[config.mk]
export PLATFORM = sky130hd
export DESIGN_NAME = dmac_slave_mc
export DESIGN_NICKNAME = d
export VERILOG_FILES = /design/src/rtl/dmac_pkg.sv /design/src/rtl/dmac_slave_ch.sv /design/src/rtl/dmac_slave_mc.sv
export SDC_FILE = /design/constraint.sdc
export NUM_CORES = 1
export LEC_CHECK = 0
export CAP_MARGIN = 40
export CORE_UTILIZATION = 26
export CTS_CLUSTER_DIAMETER = 150
export DETAILED_ROUTE_END_ITERATION = 7
export GPL_ROUTABILITY_DRIVEN = 0
export PLACE_DENSITY = 0.44
export SLEW_MARGIN = 20
export SYNTH_ARGS = -nofsm -noshare
export SYNTH_HDL_FRONTEND = slang
export SYNTH_SLANG_ARGS = --single-unit
[constraint.sdc]
create_clock -name clk -period 3.3 [get_ports clk]
set_input_delay 0.495 -clock clk [delete_from_list [all_inputs] [get_ports clk]]
set_output_delay 0.495 -clock clk [all_outputs]
set_load 0.02 [all_outputs]
[src/rtl/dmac_pkg.sv]
// Shared encodings for the multi-channel DMAC register slave: engine states,
// register offsets, the global bank index and ERR bit positions.
package dmac_pkg;

  localparam logic [2:0] ST_IDLE    = 3'd0;
  localparam logic [2:0] ST_POP     = 3'd1;
  localparam logic [2:0] ST_REQUEST = 3'd2;
  localparam logic [2:0] ST_READ    = 3'd3;
  localparam logic [2:0] ST_WRITE   = 3'd4;
  localparam logic [2:0] ST_DONE    = 3'd5;

  localparam logic [3:0] OFF_CLEAR   = 4'h0;
  localparam logic [3:0] OFF_START   = 4'h1;
  localparam logic [3:0] OFF_INTR_EN = 4'h2;
  localparam logic [3:0] OFF_SRC     = 4'h3;
  localparam logic [3:0] OFF_DST     = 4'h4;
  localparam logic [3:0] OFF_PUSH    = 4'h5;
  localparam logic [3:0] OFF_DCNT    = 4'h6;
  localparam logic [3:0] OFF_SIZE    = 4'h7;
  localparam logic [3:0] OFF_OPMODE  = 4'h8;
  localparam logic [3:0] OFF_DONE    = 4'h9;

  localparam logic [3:0] OFF_IRQ_STAT = 4'h0;
  localparam logic [3:0] OFF_ERR      = 4'h1;

  localparam logic [3:0] GLOBAL_CH = 4'hF;

  localparam int ERR_UNMAPPED   = 0;
  localparam int ERR_PUSH_FULL  = 1;
  localparam int ERR_START_BUSY = 2;
  localparam int ERR_CFG_BUSY   = 3;
  localparam int ERR_W          = 4;

  // Engine is mid-transfer; configuration must stay frozen.
  function automatic logic is_busy(input logic [2:0] st);
    return (st == ST_POP) || (st == ST_REQUEST) || (st == ST_READ) || (st == ST_WRITE);
  endfunction

  function automatic logic is_cfg_off(input logic [3:0] off);
    return (off == OFF_INTR_EN) || (off == OFF_SRC) || (off == OFF_DST) ||
           (off == OFF_SIZE) || (off == OFF_OPMODE);
  endfunction

endpackage

[src/rtl/dmac_slave_ch.sv]
// One channel's register bank: config registers, start/clear/push pulses,
// sticky done flag, per-channel irq and the channel's read mux.
module dmac_slave_ch
  import dmac_pkg::*;
#(
  parameter int DATA_W = 32,
  parameter int DCNT_W = 4
) (
  input  logic              clk,
  input  logic              reset_n,
  input  logic              wr_i,
  input  logic [3:0]        off_i,
  input  logic [DATA_W-1:0] din_i,
  input  logic [2:0]        state_i,
  input  logic              op_done_i,
  input  logic              desc_full_i,
  input  logic [DCNT_W-1:0] data_count_i,
  output logic              op_start_o,
  output logic              op_clear_o,
  output logic              wr_en_o,
  output logic [DATA_W-1:0] sc_addr_o,
  output logic [DATA_W-1:0] ds_addr_o,
  output logic [DATA_W-1:0] data_size_o,
  output logic [DATA_W-1:0] opmode_o,
  output logic              irq_o,
  output logic [DATA_W-1:0] rdata_o
);

  logic [DATA_W-1:0] src_q, src_d;
  logic [DATA_W-1:0] dst_q, dst_d;
  logic [DATA_W-1:0] size_q, size_d;
  logic [DATA_W-1:0] mode_q, mode_d;
  logic              ien_q, ien_d;
  logic              done_q, done_d;
  logic              start_q, clear_q, push_q;

  logic busy;
  logic do_clear;
  logic do_start;
  logic do_push;

  assign busy     = is_busy(state_i);
  assign do_clear = wr_i && (off_i == OFF_CLEAR) && din_i[0] && done_q;
  assign do_start = wr_i && (off_i == OFF_START) && din_i[0] && (state_i == ST_IDLE);
  assign do_push  = wr_i && (off_i == OFF_PUSH) && din_i[0] && !desc_full_i;

  always_comb begin
    src_d  = src_q;
    dst_d  = dst_q;
    size_d = size_q;
    mode_d = mode_q;
    ien_d  = ien_q;
    done_d = done_q | op_done_i;
    if (wr_i && !busy) begin
      case (off_i)
        OFF_INTR_EN: ien_d  = din_i[0];
        OFF_SRC:     src_d  = din_i;
        OFF_DST:     dst_d  = din_i;
        OFF_SIZE:    size_d = din_i;
        OFF_OPMODE:  mode_d = din_i;
        default: ;
      endcase
    end
    // Clear wipes the bank and beats a done arriving on the same edge.
    if (do_clear) begin
      src_d  = '0;
      dst_d  = '0;
      size_d = '0;
      mode_d = '0;
      ien_d  = 1'b0;
      done_d = 1'b0;
    end
  end

  always_ff @(posedge clk or negedge reset_n) begin
    if (!reset_n) begin
      src_q   <= '0;
      dst_q   <= '0;
      size_q  <= '0;
      mode_q  <= '0;
      ien_q   <= 1'b0;
      done_q  <= 1'b0;
      start_q <= 1'b0;
      clear_q <= 1'b0;
      push_q  <= 1'b0;
    end else begin
      src_q   <= src_d;
      dst_q   <= dst_d;
      size_q  <= size_d;
      mode_q  <= mode_d;
      ien_q   <= ien_d;
      done_q  <= done_d;
      start_q <= do_start;
      clear_q <= do_clear;
      push_q  <= do_push;
    end
  end

  always_comb begin
    rdata_o = '0;
    case (off_i)
      OFF_INTR_EN: rdata_o = DATA_W'(ien_q);
      OFF_SRC:     rdata_o = src_q;
      OFF_DST:     rdata_o = dst_q;
      OFF_DCNT:    rdata_o = DATA_W'(data_count_i);
      OFF_SIZE:    rdata_o = size_q;
      OFF_OPMODE:  rdata_o = mode_q;
      OFF_DONE:    rdata_o = DATA_W'(done_q);
      default: ;
    endcase
  end

  assign op_start_o  = start_q;
  assign op_clear_o  = clear_q;
  assign wr_en_o     = push_q;
  assign sc_addr_o   = src_q;
  assign ds_addr_o   = dst_q;
  assign data_size_o = size_q;
  assign opmode_o    = mode_q;
  assign irq_o       = ien_q & done_q;

endmodule

[src/rtl/dmac_slave_mc.sv]
// Multi-channel DMAC register slave: channel decode, global IRQ/ERR bank and
// registered read data. Define DMAC_SLAVE_ERR_EN to build the sticky ERR register.
module dmac_slave_mc
  import dmac_pkg::*;
#(
  parameter int NUM_CH = 4,
  parameter int DATA_W = 32,
  parameter int DCNT_W = 4
) (
  input  logic                     clk,
  input  logic                     reset_n,
  input  logic                     S_sel,
  input  logic                     S_wr,
  input  logic [7:0]               S_address,
  input  logic [DATA_W-1:0]        S_din,
  output logic [DATA_W-1:0]        S_dout,
  input  logic [3*NUM_CH-1:0]      state,
  input  logic [NUM_CH-1:0]        op_done,
  input  logic [NUM_CH-1:0]        desc_full,
  input  logic [DCNT_W*NUM_CH-1:0] data_count,
  output logic [NUM_CH-1:0]        op_start,
  output logic [NUM_CH-1:0]        op_clear,
  output logic [NUM_CH-1:0]        wr_en,
  output logic [DATA_W*NUM_CH-1:0] sc_addr,
  output logic [DATA_W*NUM_CH-1:0] ds_addr,
  output logic [DATA_W*NUM_CH-1:0] data_size,
  output logic [DATA_W*NUM_CH-1:0] opmode,
  output logic                     Interrupt,
  output logic                     err_irq
);

  logic [3:0]        ch_idx;
  logic [3:0]        off;
  logic              wr_stb;
  logic              rd_stb;
  logic              ch_valid;
  logic [NUM_CH-1:0] ch_wr;
  logic [NUM_CH-1:0] irq_vec;
  logic [DATA_W-1:0] ch_rdata [NUM_CH];
  logic [DATA_W-1:0] glb_rdata;
  logic [DATA_W-1:0] rd_mux;
  logic [DATA_W-1:0] dout_q, dout_d;

  assign ch_idx   = S_address[7:4];
  assign off      = S_address[3:0];
  assign wr_stb   = S_sel & S_wr;
  assign rd_stb   = S_sel & ~S_wr;
  assign ch_valid = ch_idx < 4'(NUM_CH);

  always_comb begin
    ch_wr = '0;
    for (int i = 0; i < NUM_CH; i++) begin
      ch_wr[i] = wr_stb && (ch_idx == 4'(i));
    end
  end

  for (genvar g = 0; g < NUM_CH; g++) begin : g_ch
    dmac_slave_ch #(
      .DATA_W(DATA_W),
      .DCNT_W(DCNT_W)
    ) u_ch (
      .clk          (clk),
      .reset_n      (reset_n),
      .wr_i         (ch_wr[g]),
      .off_i        (off),
      .din_i        (S_din),
      .state_i      (state[3*g +: 3]),
      .op_done_i    (op_done[g]),
      .desc_full_i  (desc_full[g]),
      .data_count_i (data_count[DCNT_W*g +: DCNT_W]),
      .op_start_o   (op_start[g]),
      .op_clear_o   (op_clear[g]),
      .wr_en_o      (wr_en[g]),
      .sc_addr_o    (sc_addr[DATA_W*g +: DATA_W]),
      .ds_addr_o    (ds_addr[DATA_W*g +: DATA_W]),
      .data_size_o  (data_size[DATA_W*g +: DATA_W]),
      .opmode_o     (opmode[DATA_W*g +: DATA_W]),
      .irq_o        (irq_vec[g]),
      .rdata_o      (ch_rdata[g])
    );
  end

  assign Interrupt = |irq_vec;

`ifdef DMAC_SLAVE_ERR_EN
  logic [ERR_W-1:0] err_q, err_d;
  logic [ERR_W-1:0] err_set;
  logic [ERR_W-1:0] err_clr;

  always_comb begin
    err_set = '0;
    err_set[ERR_UNMAPPED] = S_sel && !ch_valid && (ch_idx != GLOBAL_CH);
    for (int i = 0; i < NUM_CH; i++) begin
      if (ch_wr[i]) begin
        if (S_din[0] && (off == OFF_START) && (state[3*i +: 3] != ST_IDLE))
          err_set[ERR_START_BUSY] = 1'b1;
        if (S_din[0] && (off == OFF_PUSH) && desc_full[i])
          err_set[ERR_PUSH_FULL] = 1'b1;
        if (is_cfg_off(off) && is_busy(state[3*i +: 3]))
          err_set[ERR_CFG_BUSY] = 1'b1;
      end
    end
    err_clr = '0;
    if (wr_stb && (ch_idx == GLOBAL_CH) && (off == OFF_ERR))
      err_clr = S_din[ERR_W-1:0];
    // A new error on the same edge as its W1C clear is kept.
    err_d = (err_q & ~err_clr) | err_set;
  end

  always_ff @(posedge clk or negedge reset_n) begin
    if (!reset_n) err_q <= '0;
    else          err_q <= err_d;
  end

  assign err_irq = |err_q;
`else
  assign err_irq = 1'b0;
`endif

  always_comb begin
    glb_rdata = '0;
    case (off)
      OFF_IRQ_STAT: glb_rdata = DATA_W'(irq_vec);
`ifdef DMAC_SLAVE_ERR_EN
      OFF_ERR:      glb_rdata = DATA_W'(err_q);
`endif
      default: ;
    endcase
  end

  always_comb begin
    rd_mux = '0;
    if (ch_idx == GLOBAL_CH) begin
      rd_mux = glb_rdata;
    end else begin
      for (int i = 0; i < NUM_CH; i++) begin
        if (ch_idx == 4'(i)) rd_mux = ch_rdata[i];
      end
    end
  end

  assign dout_d = rd_stb ? rd_mux : '0;

  always_ff @(posedge clk or negedge reset_n) begin
    if (!reset_n) dout_q <= '0;
    else          dout_q <= dout_d;
  end

  assign S_dout = dout_q;

endmodule

==> results of run 1 <==
[registers in the layout, summed over array words and instances, names as in the netlist]
signal	count
g_ch.u_ch.data_size_o	128
g_ch.u_ch.ds_addr_o	128
g_ch.u_ch.opmode_o	128
g_ch.u_ch.sc_addr_o	128
S_dout	32
g_ch.u_ch.done_q	4
g_ch.u_ch.ien_q	4
g_ch.u_ch.op_clear_o	4
g_ch.u_ch.op_start_o	4
g_ch.u_ch.wr_en_o	4
[cell type report]
cell class,instances,share of cell area [%]
sequential,564,39.2
inverter,8,0.0835
multi-input combinational,1859,27.7
tap,1265,4.40
clock buffer,101,5.76
clock inverter,16,0.671
timing repair buffer,764,22.2
[metal layers]
metal	share of wire, %	vias up	global-route usage, %
met3	7.0	212	5.38
met5	0	-	0
met1	38	12100	32.2
met2	51	1083	48.7
met4	4.3	0	11.3
li1	-	10700	-
[worst max-delay path: stages]
cell	delay, ns
sky130_fd_sc_hd__clkdlybuf4s50_1	0.66
sky130_fd_sc_hd__buf_4	0.30
sky130_fd_sc_hd__and3b_2	0.36
sky130_fd_sc_hd__buf_12	0.24
sky130_fd_sc_hd__a22oi_1	0.13
sky130_fd_sc_hd__o22ai_1	0.33
sky130_fd_sc_hd__buf_4	0.21
sky130_fd_sc_hd__a22oi_1	0.08
sky130_fd_sc_hd__a211oi_1	0.33
[cell families (layout without fill, tap and decap cells)]
group / Yosys count / in the layout / share of synthesized area [%]
AOI/OAI and AO/OA: 1023 / 1023 / 24.2
buffers and inverters: 240 / 889 / 4.81
DFF: 564 / 564 / 56.3
muxes: 33 / 33 / 1.36
other: 1 / 1 / 0.0150
and+or+nand+nor: 802 / 802 / 13.3
[worst paths after layout]
check                                                           start                                       to  slack (ns)  cells after the start
worst max-delay path                                     S_address[0]                     S_dout[22]$_DFF_PN0_        0.59                      9
worst max register to register          g_ch[1].u_ch.done_q$_DFF_PN0_   g_ch[1].u_ch.ds_addr_o[22]$_DFFE_PN0P_        1.24                      5
worst min-delay path                                          reset_n    g_ch[0].u_ch.opmode_o[31]$_DFFE_PN0P_        0.44                      2
min in group clk                                         desc_full[2]           g_ch[2].u_ch.wr_en_o$_DFF_PN0_        0.44                      2
worst min register to register  g_ch[2].u_ch.sc_addr_o[3]$_DFFE_PN0P_    g_ch[2].u_ch.sc_addr_o[3]$_DFFE_PN0P_        0.50                      2
max in group asynchronous                                     reset_n  g_ch[3].u_ch.data_size_o[9]$_DFFE_PN0P_        1.78                      3
[through the flow]
stage	setup WS (ns)	setup TNS (ns)	total power (W)	instances
final	0.589	0	0.0169	4577
after global placement	-0.0807	-0.126	0.00917	4458
after global routing	0.495	0	0.0174	4577
after CTS	0.578	0	0.0170	4577
after floorplan	1.38	0	0.00801	2663
after detailed placement	-0.0422	-0.0809	0.00919	4459
[what timing repair did]
item / 4_1_cts / 5_1_grt
setup endpoints to repair: 0 / 0
hold buffers: 1 / 0
endpoints found under the hold margin: 51 / 0
buffers inserted: 0 / 0
[where the power goes]
group          leakage, nW  internal (W)  switching [W]  total (W)
Clock                 1.14       0.00473        0.00308    0.00781
Sequential            7.82       0.00709       0.000207    0.00730
Combinational         5.80      0.000627        0.00113    0.00176
Total                 14.8        0.0125        0.00442     0.0169
[Yosys cell counts, drive strengths merged (5+ instances only)]
master	count
o21ai	615
mux2	9
a211oi	12
a22oi	217
mux2i	24
or3	5
nand2b	5
a31oi	10
o22ai	54
and3b	7
a21oi	58
a32oi	9
a221oi	22
clkbuf	85
or2	5
nand2	707
dfrtp	564
nor3	11
a311oi	5
inv	8
nor2	22
buf	147
o211ai	8
nand3	8
==> metrics.md, run 1 <==
| Metric | Value |
|---|---|
| Run status | `finished clean` |
| Syn_nets | `2,743` |
| Max_cap viols | `0` |
| Wire length of the first global-routing pass | `191,000 um` |
| Number of setup violations in the final report | `0` |
| Most used cells in the layout excluding fill and tap cells | `sky130_fd_sc_hd__nand2_1 (702), sky130_fd_sc_hd__clkdlybuf4s50_1 (632), sky130_fd_sc_hd__dfrtp_1 (564), sky130_fd_sc_hd__o21ai_0 (546), sky130_fd_sc_hd__a22oi_1 (217)` |
| Estimated wirelength of the detail-placed design | `101,000 um` |
| Total routed wirelength | `137,000 um` |
| Vertical die dimension | `312 um` |
| Multi-input gate area in the final layout | `0.00997 mm^2` |
| Largest net degree at the start of global routing | `84` |
| Fin crit share | `82.2%` |
| RSZ-0062 raised after global routing | `false` |
| Power density cells | `469 mW/mm^2` |
| Number of placement rows | `113` |
| Fmax | `369 MHz` |
| Area of placed instances | `0.0337 mm^2` |
| Number of inserted filler cells in the final layout | `9,480` |
| Total of flip-flops plus latches after synthesis | `564` |
| Clock tree sinks | `564` |
| H-tree levels | `3` |
| Sequential element share of the synthesized area | `56.3%` |
| Clock latency on the worst-skew pair | `0.61 ns` |
| Footprint of the flip-flops and latches | `0.0141 mm^2` |
| Critical path class | `in2reg` |
| Avg WL per Cell | `30.0 um` |
| Clock Pin Slew Worst Setup and Hold Paths | `0.06 ns` |
| Drc violations | `0` |
| Remaining antenna violation count after routing | `0` |
| Most common library cell in the layout ignoring fill and taps | `sky130_fd_sc_hd__nand2_1` |
| Share of flip-flops with an asynchronous set or reset after synthesis | `100%` |
| Synth top area cells | `sky130_fd_sc_hd__dfrtp_1 (56%), sky130_fd_sc_hd__o21ai_0 (11%), sky130_fd_sc_hd__nand2_1 (11%)` |
| Total iterations of the first detailed-routing run | `6` |
| Vias per cell | `5.26` |
| TritonCTS clock tree | `done` |
| Minimum clock period | `2.71 ns` |
| Sort of element at the start of the critical path | `input pin` |
| Width of the die | `312 um` |
| Buffer type at the clock tree root | `sky130_fd_sc_hd__clkbuf_16` |
| Global router's overall resource usage | `27.5%` |
| Synthesized area per cell | `9.41 um^2` |
| Dominant register cell in the synthesized netlist | `sky130_fd_sc_hd__dfrtp_1` |
| Smallest hold slack | `0.437 ns` |
| Slew of the pin with the lowest slew margin | `0.875 ns` |
| Arrival time at the worst endpoint | `3.19 ns` |
| Cell taking the most area after synthesis | `sky130_fd_sc_hd__dfrtp_1` |
| Net count reported at finish | `3,346` |
| Maximum ir drop on the vdd rail | `0.000353 V` |
| Critical path fanouts, max | `23` |
| Effective utilization at floorplan | `26.3%` |
| Antenna cells | `0` |
| Final max-slew violation count | `0` |
| Global route overflow | `0` |
| Area of the mapped netlist | `0.0251 mm^2` |
| Count of boundary I/O pins | `638` |
| Standard cell core area | `0.0953 mm^2` |
| Remaining max-slew budget at the tightest pin | `41.0%` |
| Share of layout cells above drive strength 1 | `9.06%` |
| Iteration-0 DRC Markers | `2,013` |
| Required arrival time at the worst endpoint | `3.78 ns` |
| Gate Count Post-Synth | `2,663` |
| Port Buf Inserts | `636` |
| Number of antenna violations at the first check in global routing | `1` |
| Area fraction of the dominant cell type after synthesis | `56.3%` |
| Share of the core filled with cells | `37.8%` |
| Count of instances resized after the clock tree is built | `0` |
| Classification of the worst-slack hold path | `in2async` |
| Die outline area | `0.0976 mm^2` |
| Total via count in the routed design | `24,100` |
| Lkg Pwr | `14.8 nW` |
| Largest buffer count on any clock path | `3` |
| Critical Path Sink Type | `flip-flop` |
| Number of synthesized flops with an enable pin | `0` |
| Synthesis-to-layout area growth | `43.6%` |
| Final Instance Area | `0.0360 mm^2` |
| Via count of the first global-routing pass | `24,400` |
| Count of warnings emitted by yosys | `0` |
| Inserted Clock Buffers | `69` |
| Final hold violations | `0` |
| Clock tree skew after final layout | `0.0175 ns` |
| Netlist cell types | `60` |
No activity file was read; power rests on OpenSTA's default activity.
==> inputs of run 2 (changes only) <==
==> constraint.sdc (replaced) <==
create_clock -name clk -period 2.65 [get_ports clk]
set_input_delay 0.3975 -clock clk [delete_from_list [all_inputs] [get_ports clk]]
set_output_delay 0.3975 -clock clk [all_outputs]
set_load 0.02 [all_outputs]
==> metrics.md, run 2 (synthesized netlist as in run 1, its figures left out) <==
| Metric | Value |
|---|---|
| Fmax | `408 MHz` |
| Share of layout cells above drive strength 1 | `12.5% (+3.4 points)` |
| Iteration-0 DRC Markers | `2,109 (+4.8%)` |
| Worst-case setup slack after placement | `-0.395 ns (-0.353 ns)` |
| Startpoint of the worst-slack reg-to-reg timing path | `g_ch[2].u_ch.ds_addr_o[2]$_DFFE_PN0P_` |
| Drc violations | `0 (unchanged)` |
| Avg WL per Cell | `29.1 um (-3.0%)` |
| Total iterations of the first detailed-routing run | `6 (unchanged)` |
| Count of boundary I/O pins | `638 (unchanged)` |
| Wire length of the first global-routing pass | `192,000 um (+0.94%)` |
| Classification of the worst-slack hold path | `in2reg` |
| Number of buffers inserted to repair setup after CTS | `0 (unchanged)` |
| Hold Buf Count CTS | `1 (unchanged)` |
| Net count reported at finish | `3,462 (+3.5%)` |
| Clock tree sinks | `564 (unchanged)` |
| Sort of element at the start of the critical path | `flip-flop` |
| Minimum clock period | `2.45 ns` |
| Power density cells | `574 mW/mm^2 (+22%)` |
| Remaining max-slew budget at the tightest pin | `54.5% (+13 points)` |
| Clock tree skew after final layout | `0.0224 ns (+0.00484 ns)` |
| End of the critical path | `Interrupt` |
| Width of the die | `312 um (unchanged)` |
| Estimated wirelength of the detail-placed design | `102,000 um (+1.4%)` |
| Run status | `finished clean` |
| RSZ-0062 raised after global routing | `false` |
| Slew of the pin with the lowest slew margin | `0.682 ns (-0.193 ns)` |
| Die outline area | `0.0976 mm^2 (unchanged)` |
| Maximum ir drop on the vdd rail | `0.000345 V (-2.3%)` |
| Synthesis-to-layout area growth | `48.2%` |
| Arrival time at the worst endpoint | `2.05 ns (-1.14 ns)` |
| Number of antenna violations at the first check in global routing | `0 (-1)` |
| Largest buffer count on any clock path | `3 (unchanged)` |
| Vertical die dimension | `312 um (unchanged)` |
| Inserted Clock Buffers | `71 (+2.9%)` |
| Vias per cell | `5.22 (-0.82%)` |
| Required arrival time at the worst endpoint | `2.25 ns (-1.53 ns)` |
| Number of inserted filler cells in the final layout | `9,443 (-0.39%)` |
| Number of placement rows | `113 (unchanged)` |
| Lkg Pwr | `15.4 nW (+4.6%)` |
| Final setup margin | `0.198 ns (-0.391 ns)` |
| GRT busiest layer | `met2` |
| Final hold violations | `0 (unchanged)` |
| End of the worst register-to-register path | `S_dout[2]$_DFF_PN0_` |
| TritonCTS clock tree | `done` |
| Clock Pin Slew Worst Setup and Hold Paths | `0.06 ns (about the same)` |
| Buffer type at the clock tree root | `sky130_fd_sc_hd__clkbuf_16` |
| Remaining antenna violation count after routing | `0 (unchanged)` |
| Final max-slew violation count | `0 (unchanged)` |
| Count of instances resized after the clock tree is built | `0 (unchanged)` |
| Most common library cell in the layout ignoring fill and taps | `sky130_fd_sc_hd__nand2_1` |
| Antenna cells | `0 (unchanged)` |
| Global route overflow | `0 (unchanged)` |
| Critical path class | `reg2out` |
| Largest net degree at the start of global routing | `89 (+6.0%)` |
| Share of the core filled with cells | `39.0% (+1.2 points)` |
| Total routed wirelength | `137,000 um (-0.30%)` |
| Number of setup violations in the final report | `0 (unchanged)` |
| Max_cap viols | `0 (unchanged)` |
| H-tree levels | `3 (unchanged)` |
| M3 GR Usage | `5.16% (-0.23 points)` |
| Total via count in the routed design | `24,500 (+1.9%)` |
| Number of cells on the worst reg-to-reg path | `7 (+2)` |
| Met2 track demand over resource | `47.8% (-0.88 points)` |
| Most used cells in the layout excluding fill and tap cells | `sky130_fd_sc_hd__nand2_1 (702), sky130_fd_sc_hd__clkdlybuf4s50_1 (632), sky130_fd_sc_hd__dfrtp_1 (564), sky130_fd_sc_hd__o21ai_0 (546), sky130_fd_sc_hd__a22oi_1 (217)` |
| Port Buf Inserts | `636 (unchanged)` |
| Critical path launch point | `g_ch[3].u_ch.done_q$_DFF_PN0_` |
| Global-route met1 utilization | `33.0% (+0.84 points)` |
| Via count of the first global-routing pass | `24,800 (+1.8%)` |
| Standard cell core area | `0.0953 mm^2 (unchanged)` |
| Critical path fanouts, max | `5 (-78%)` |
| Critical Path Sink Type | `output pin` |
| Setup slack of the worst register-to-register path | `0.78 ns (-0.46 ns)` |
| Global router's overall resource usage | `27.5% (about the same)` |
| Effective utilization at floorplan | `26.3% (unchanged)` |
| Clock latency on the worst-skew pair | `0.61 ns (about the same)` |
| Fin crit share | `92.5%` |
| Power consumption | `0.0213 W (+26%)` |
==> run 2: cell count changes in the layout (fill, tap and decap cells not counted) <==
cell                         delta
sky130_fd_sc_hd__clkbuf_1       -4
sky130_fd_sc_hd__buf_4         +98
sky130_fd_sc_hd__bufinv_16      -1
sky130_fd_sc_hd__inv_6          +4
sky130_fd_sc_hd__clkbuf_8       +5
sky130_fd_sc_hd__clkinv_8       -2
sky130_fd_sc_hd__buf_2          -1
sky130_fd_sc_hd__clkinvlp_4     +3
sky130_fd_sc_hd__inv_8          +1
sky130_fd_sc_hd__clkinv_2       +6
sky130_fd_sc_hd__buf_12        +17
==> run 2: area by class of cell <==
class                   instances  area (um^2)  share of cell area [%]
flip-flops and latches        564        14100                    38.0
repair buffers                878         9040                    24.4
clock buffers                 102         2120                    5.72
multi-input cells            1859         9970                    26.8
clock inverters                27          278                   0.748
inverters                       8         30.0                  0.0809
well taps                    1265         1580                    4.26
==> run 2: how the worst min path moves through the flow <==
stage | cells past startpoint | to | slack [ns] | startpoint
floorplan | 0 | S_dout[0]$_DFF_PN0_ | 0.10 | reset_n
global placement | 1 | g_ch[2].u_ch.data_size_o[2]$_DFFE_PN0P_ | 0.40 | reset_n
detailed placement | 1 | g_ch[2].u_ch.data_size_o[1]$_DFFE_PN0P_ | 0.41 | reset_n
CTS | 2 | g_ch[2].u_ch.wr_en_o$_DFF_PN0_ | 0.32 | desc_full[2]
global route | 2 | g_ch[2].u_ch.wr_en_o$_DFF_PN0_ | 0.35 | desc_full[2]
finish | 2 | g_ch[2].u_ch.wr_en_o$_DFF_PN0_ | 0.34 | desc_full[2]
==> run 2: layer usage <==
metal	up-vias	wire (um)
li1	10900	-
met1	12300	53300
met2	1111	68600
met3	202	8950
met4	0	5940
met5	-	0
==> run 2: power breakdown <==
part	switching [W]	total, W	internal, W
Clock	0.00396	0.00995	0.00598
Combinational	0.00143	0.00229	0.000861
Sequential	0.000257	0.00909	0.00883
Total	0.00565	0.0213	0.0157
==> run 2: critical path, cell delays in order, from the launching register on <==
cell and delay [ns]:
sky130_fd_sc_hd__dfrtp_1 0.49, sky130_fd_sc_hd__a22oi_1 0.15, sky130_fd_sc_hd__nand2_1 0.17, sky130_fd_sc_hd__clkdlybuf4s50_1 0.64
==> run 2: through the flow <==
stage / TNS [ns] / hold slack (ns) / instances / area [um^2]
floorplan: 0 / 0.102 / 2663 / 25100
global placement: -2.27 / 0.398 / 4573 / 34700
detailed placement: -2.81 / 0.409 / 4573 / 34700
CTS: 0 / 0.315 / 4703 / 37100
global route: 0 / 0.347 / 4703 / 37100
finish: 0 / 0.340 / 4703 / 37100
==> inputs of run 3 (changes only) <==
--- a/config.mk
+++ b/config.mk
@@ -10,7 +10,7 @@
 export CTS_CLUSTER_DIAMETER = 150
 export DETAILED_ROUTE_END_ITERATION = 7
 export GPL_ROUTABILITY_DRIVEN = 0
-export PLACE_DENSITY = 0.44
+export PLACE_DENSITY = 0.52
 export SLEW_MARGIN = 20
 export SYNTH_ARGS = -nofsm -noshare
 export SYNTH_HDL_FRONTEND = slang
==> metrics.md, run 3 (synthesized netlist as in run 1, its figures left out) <==
| Metric | Value |
|---|---|
| Run status | `finished clean` |
| Slowest cell on the critical path | `sky130_fd_sc_hd__clkdlybuf4s50_1` |
| Net count reported at finish | `3,464 (+0.058%)` |
| Largest buffer count on any clock path | `3 (unchanged)` |
| Clock tree sinks | `564 (unchanged)` |
| Critical path fanouts, max | `5 (unchanged)` |
| Lkg Pwr | `15.4 nW (-0.36%)` |
| Vias per cell | `5.18 (-0.80%)` |
| Most used cells in the layout excluding fill and tap cells | `sky130_fd_sc_hd__nand2_1 (705), sky130_fd_sc_hd__clkdlybuf4s50_1 (632), sky130_fd_sc_hd__dfrtp_1 (564), sky130_fd_sc_hd__o21ai_0 (546), sky130_fd_sc_hd__a22oi_1 (217)` |
| Global route overflow | `0 (unchanged)` |
| Slew of the pin with the lowest slew margin | `0.799 ns (+0.117 ns)` |
| Drc violations | `0 (unchanged)` |
| Fmax | `402 MHz (-1.4%)` |
| Standard cell core area | `0.0953 mm^2 (unchanged)` |
| Die outline area | `0.0976 mm^2 (unchanged)` |
| Final setup margin | `0.164 ns (-0.0341 ns)` |
| Sort of element at the start of the critical path | `flip-flop` |
| H-tree levels | `3 (unchanged)` |
| Clock tree skew after final layout | `0.0225 ns (+0.000181 ns)` |
| Largest net degree at the start of global routing | `67 (-25%)` |
| Number of antenna violations at the first check in global routing | `7 (+7)` |
| Remaining antenna violation count after routing | `0 (unchanged)` |
| Multi-input gate area in the final layout | `0.00995 mm^2 (-0.11%)` |
| Iteration-0 DRC Markers | `2,009 (-4.7%)` |
| Remaining max-slew budget at the tightest pin | `46.6% (-7.9 points)` |
| Clock Pin Slew Worst Setup and Hold Paths | `0.06 ns (about the same)` |
| Minimum clock period | `2.49 ns (+0.0341 ns)` |
| Final max-slew violation count | `0 (unchanged)` |
| Buffer type at the clock tree root | `sky130_fd_sc_hd__clkbuf_16` |
| Worst-case setup slack after placement | `-0.416 ns (-0.0214 ns)` |
| Estimated wirelength of the detail-placed design | `104,000 um (+1.7%)` |
| Maximum ir drop on the vdd rail | `0.000414 V (+20%)` |
| Port Buf Inserts | `636 (unchanged)` |
| Top cell family by delay on the critical path | `buffers and inverters` |
| Number of setup violations in the final report | `0 (unchanged)` |
| Synthesis-to-layout area growth | `47.8%` |
| Max_cap viols | `0 (unchanged)` |
| RSZ-0062 raised after global routing | `false` |
| TritonCTS clock tree | `done` |
| Final hold violations | `0 (unchanged)` |
| Inserted Clock Buffers | `66 (-7.0%)` |
| Avg WL per Cell | `29.1 um (about the same)` |
| Total routed wirelength | `137,000 um (-0.15%)` |
| Total iterations of the first detailed-routing run | `8 (+2)` |
| Power density cells | `567 mW/mm^2 (-1.3%)` |
| Fin crit share | `93.8% (+1.3 points)` |
| Buffers plus inverters on the worst setup path | `1 (unchanged)` |
| Clock latency on the worst-skew pair | `0.61 ns (about the same)` |
| Required arrival time at the worst endpoint | `2.25 ns (about the same)` |
| Biggest cell delay along the critical path | `0.64 ns (about the same)` |
| Most common library cell in the layout ignoring fill and taps | `sky130_fd_sc_hd__nand2_1` |
| Critical Path Sink Type | `output pin` |
| Classification of the worst-slack hold path | `in2reg` |
| Critical path class | `reg2out` |
| Global router's overall resource usage | `27.4% (-0.036 points)` |
| Post-placement cell count | `4,580 (+0.15%)` |
| Count of boundary I/O pins | `638 (unchanged)` |
| Total via count in the routed design | `24,300 (-1.0%)` |
| Number of placement rows | `113 (unchanged)` |
| Arrival time at the worst endpoint | `2.09 ns (+0.04 ns)` |
| Number of inserted filler cells in the final layout | `9,554 (+1.2%)` |
| CP Cell Sequence | `a22oi_1 -> nand2_1 -> clkdlybuf4s50_1` |
| Share of layout cells above drive strength 1 | `12.1% (-0.36 points)` |
| Effective utilization at floorplan | `26.3% (unchanged)` |
| Finished Layout Cells | `4,693 (-0.21%)` |
| Footprint of the flip-flops and latches | `0.0141 mm^2 (unchanged)` |
| Wire length of the first global-routing pass | `190,000 um (-1.0%)` |
| Count of instances resized after the clock tree is built | `0 (unchanged)` |
| Via count of the first global-routing pass | `24,000 (-3.3%)` |
| Vertical die dimension | `312 um (unchanged)` |
| Share of the core filled with cells | `38.9% (-0.10 points)` |
| Width of the die | `312 um (unchanged)` |
==> run 3: cell count changes in the layout (fill, tap and decap cells not counted), moves of 3 or more <==
cell and change:
sky130_fd_sc_hd__nand2_1 +3, sky130_fd_sc_hd__clkbuf_16 -5, sky130_fd_sc_hd__clkinv_2 -8, sky130_fd_sc_hd__nand2_2 -3, sky130_fd_sc_hd__clkbuf_8 -4, sky130_fd_sc_hd__clkinv_8 +3
sky130_fd_sc_hd__inv_6 -3, sky130_fd_sc_hd__buf_4 +6
==> run 3: area by class of cell <==
class | instances | area share (%)
inverter | 8 | 0.0811
clock inverter | 19 | 0.817
sequential | 564 | 38.1
clock buffer | 91 | 5.23
multi-input combinational | 1859 | 26.9
timing repair buffer | 885 | 24.6
tap | 1265 | 4.27
antenna | 2 | 0.0135
==> run 3: metrics by stage <==
step                      hold WS [ns]  power, W  instance area, um^2  TNS, ns
after detailed placement         0.459    0.0116                34800    -2.09
final                            0.350    0.0210                37000        0
after CTS                        0.310    0.0212                37000        0
after global placement           0.460    0.0116                34800    -2.47
after global routing             0.361    0.0217                37000        0
after floorplan                  0.102   0.00997                25100        0
==> run 3: worst paths after layout <==
kind	end	cells past startpoint	startpoint	slack (ns)
worst min-delay path	g_ch[0].u_ch.wr_en_o$_DFF_PN0_	2	desc_full[0]	0.35
worst max register to register	S_dout[0]$_DFF_PN0_	6	g_ch[3].u_ch.done_q$_DFF_PN0_	0.88
worst max-delay path	Interrupt	3	g_ch[0].u_ch.done_q$_DFF_PN0_	0.16
worst min register to register	g_ch[0].u_ch.ds_addr_o[26]$_DFFE_PN0P_	2	g_ch[0].u_ch.ds_addr_o[26]$_DFFE_PN0P_	0.51
max in group asynchronous	g_ch[1].u_ch.opmode_o[24]$_DFFE_PN0P_	3	reset_n	1.36
min in group asynchronous	g_ch[3].u_ch.op_clear_o$_DFF_PN0_	2	reset_n	0.38
==> run 3: what timing repair did <==
item,4_1_cts,5_1_grt
endpoints found under the hold margin,45,0
buffers inserted,0,0
hold buffers,1,0
setup endpoints to repair,0,0
==> run 3: report_power, final <==
part	total [W]	internal, W	switching, W
sequential	0.00908	0.00883	0.000252
combinational	0.00233	0.000887	0.00144
clock	0.00959	0.00570	0.00389
total	0.0210	0.0154	0.00559
==> run 3: metal layers <==
metal	vias to the layer above	global-route usage, %	wire [um]
met4	14	10.2	5300
met1	12100	32.9	52800
met5	-	0	98
met3	216	5.94	9880
li1	10900	-	-
met2	1026	47.9	68500
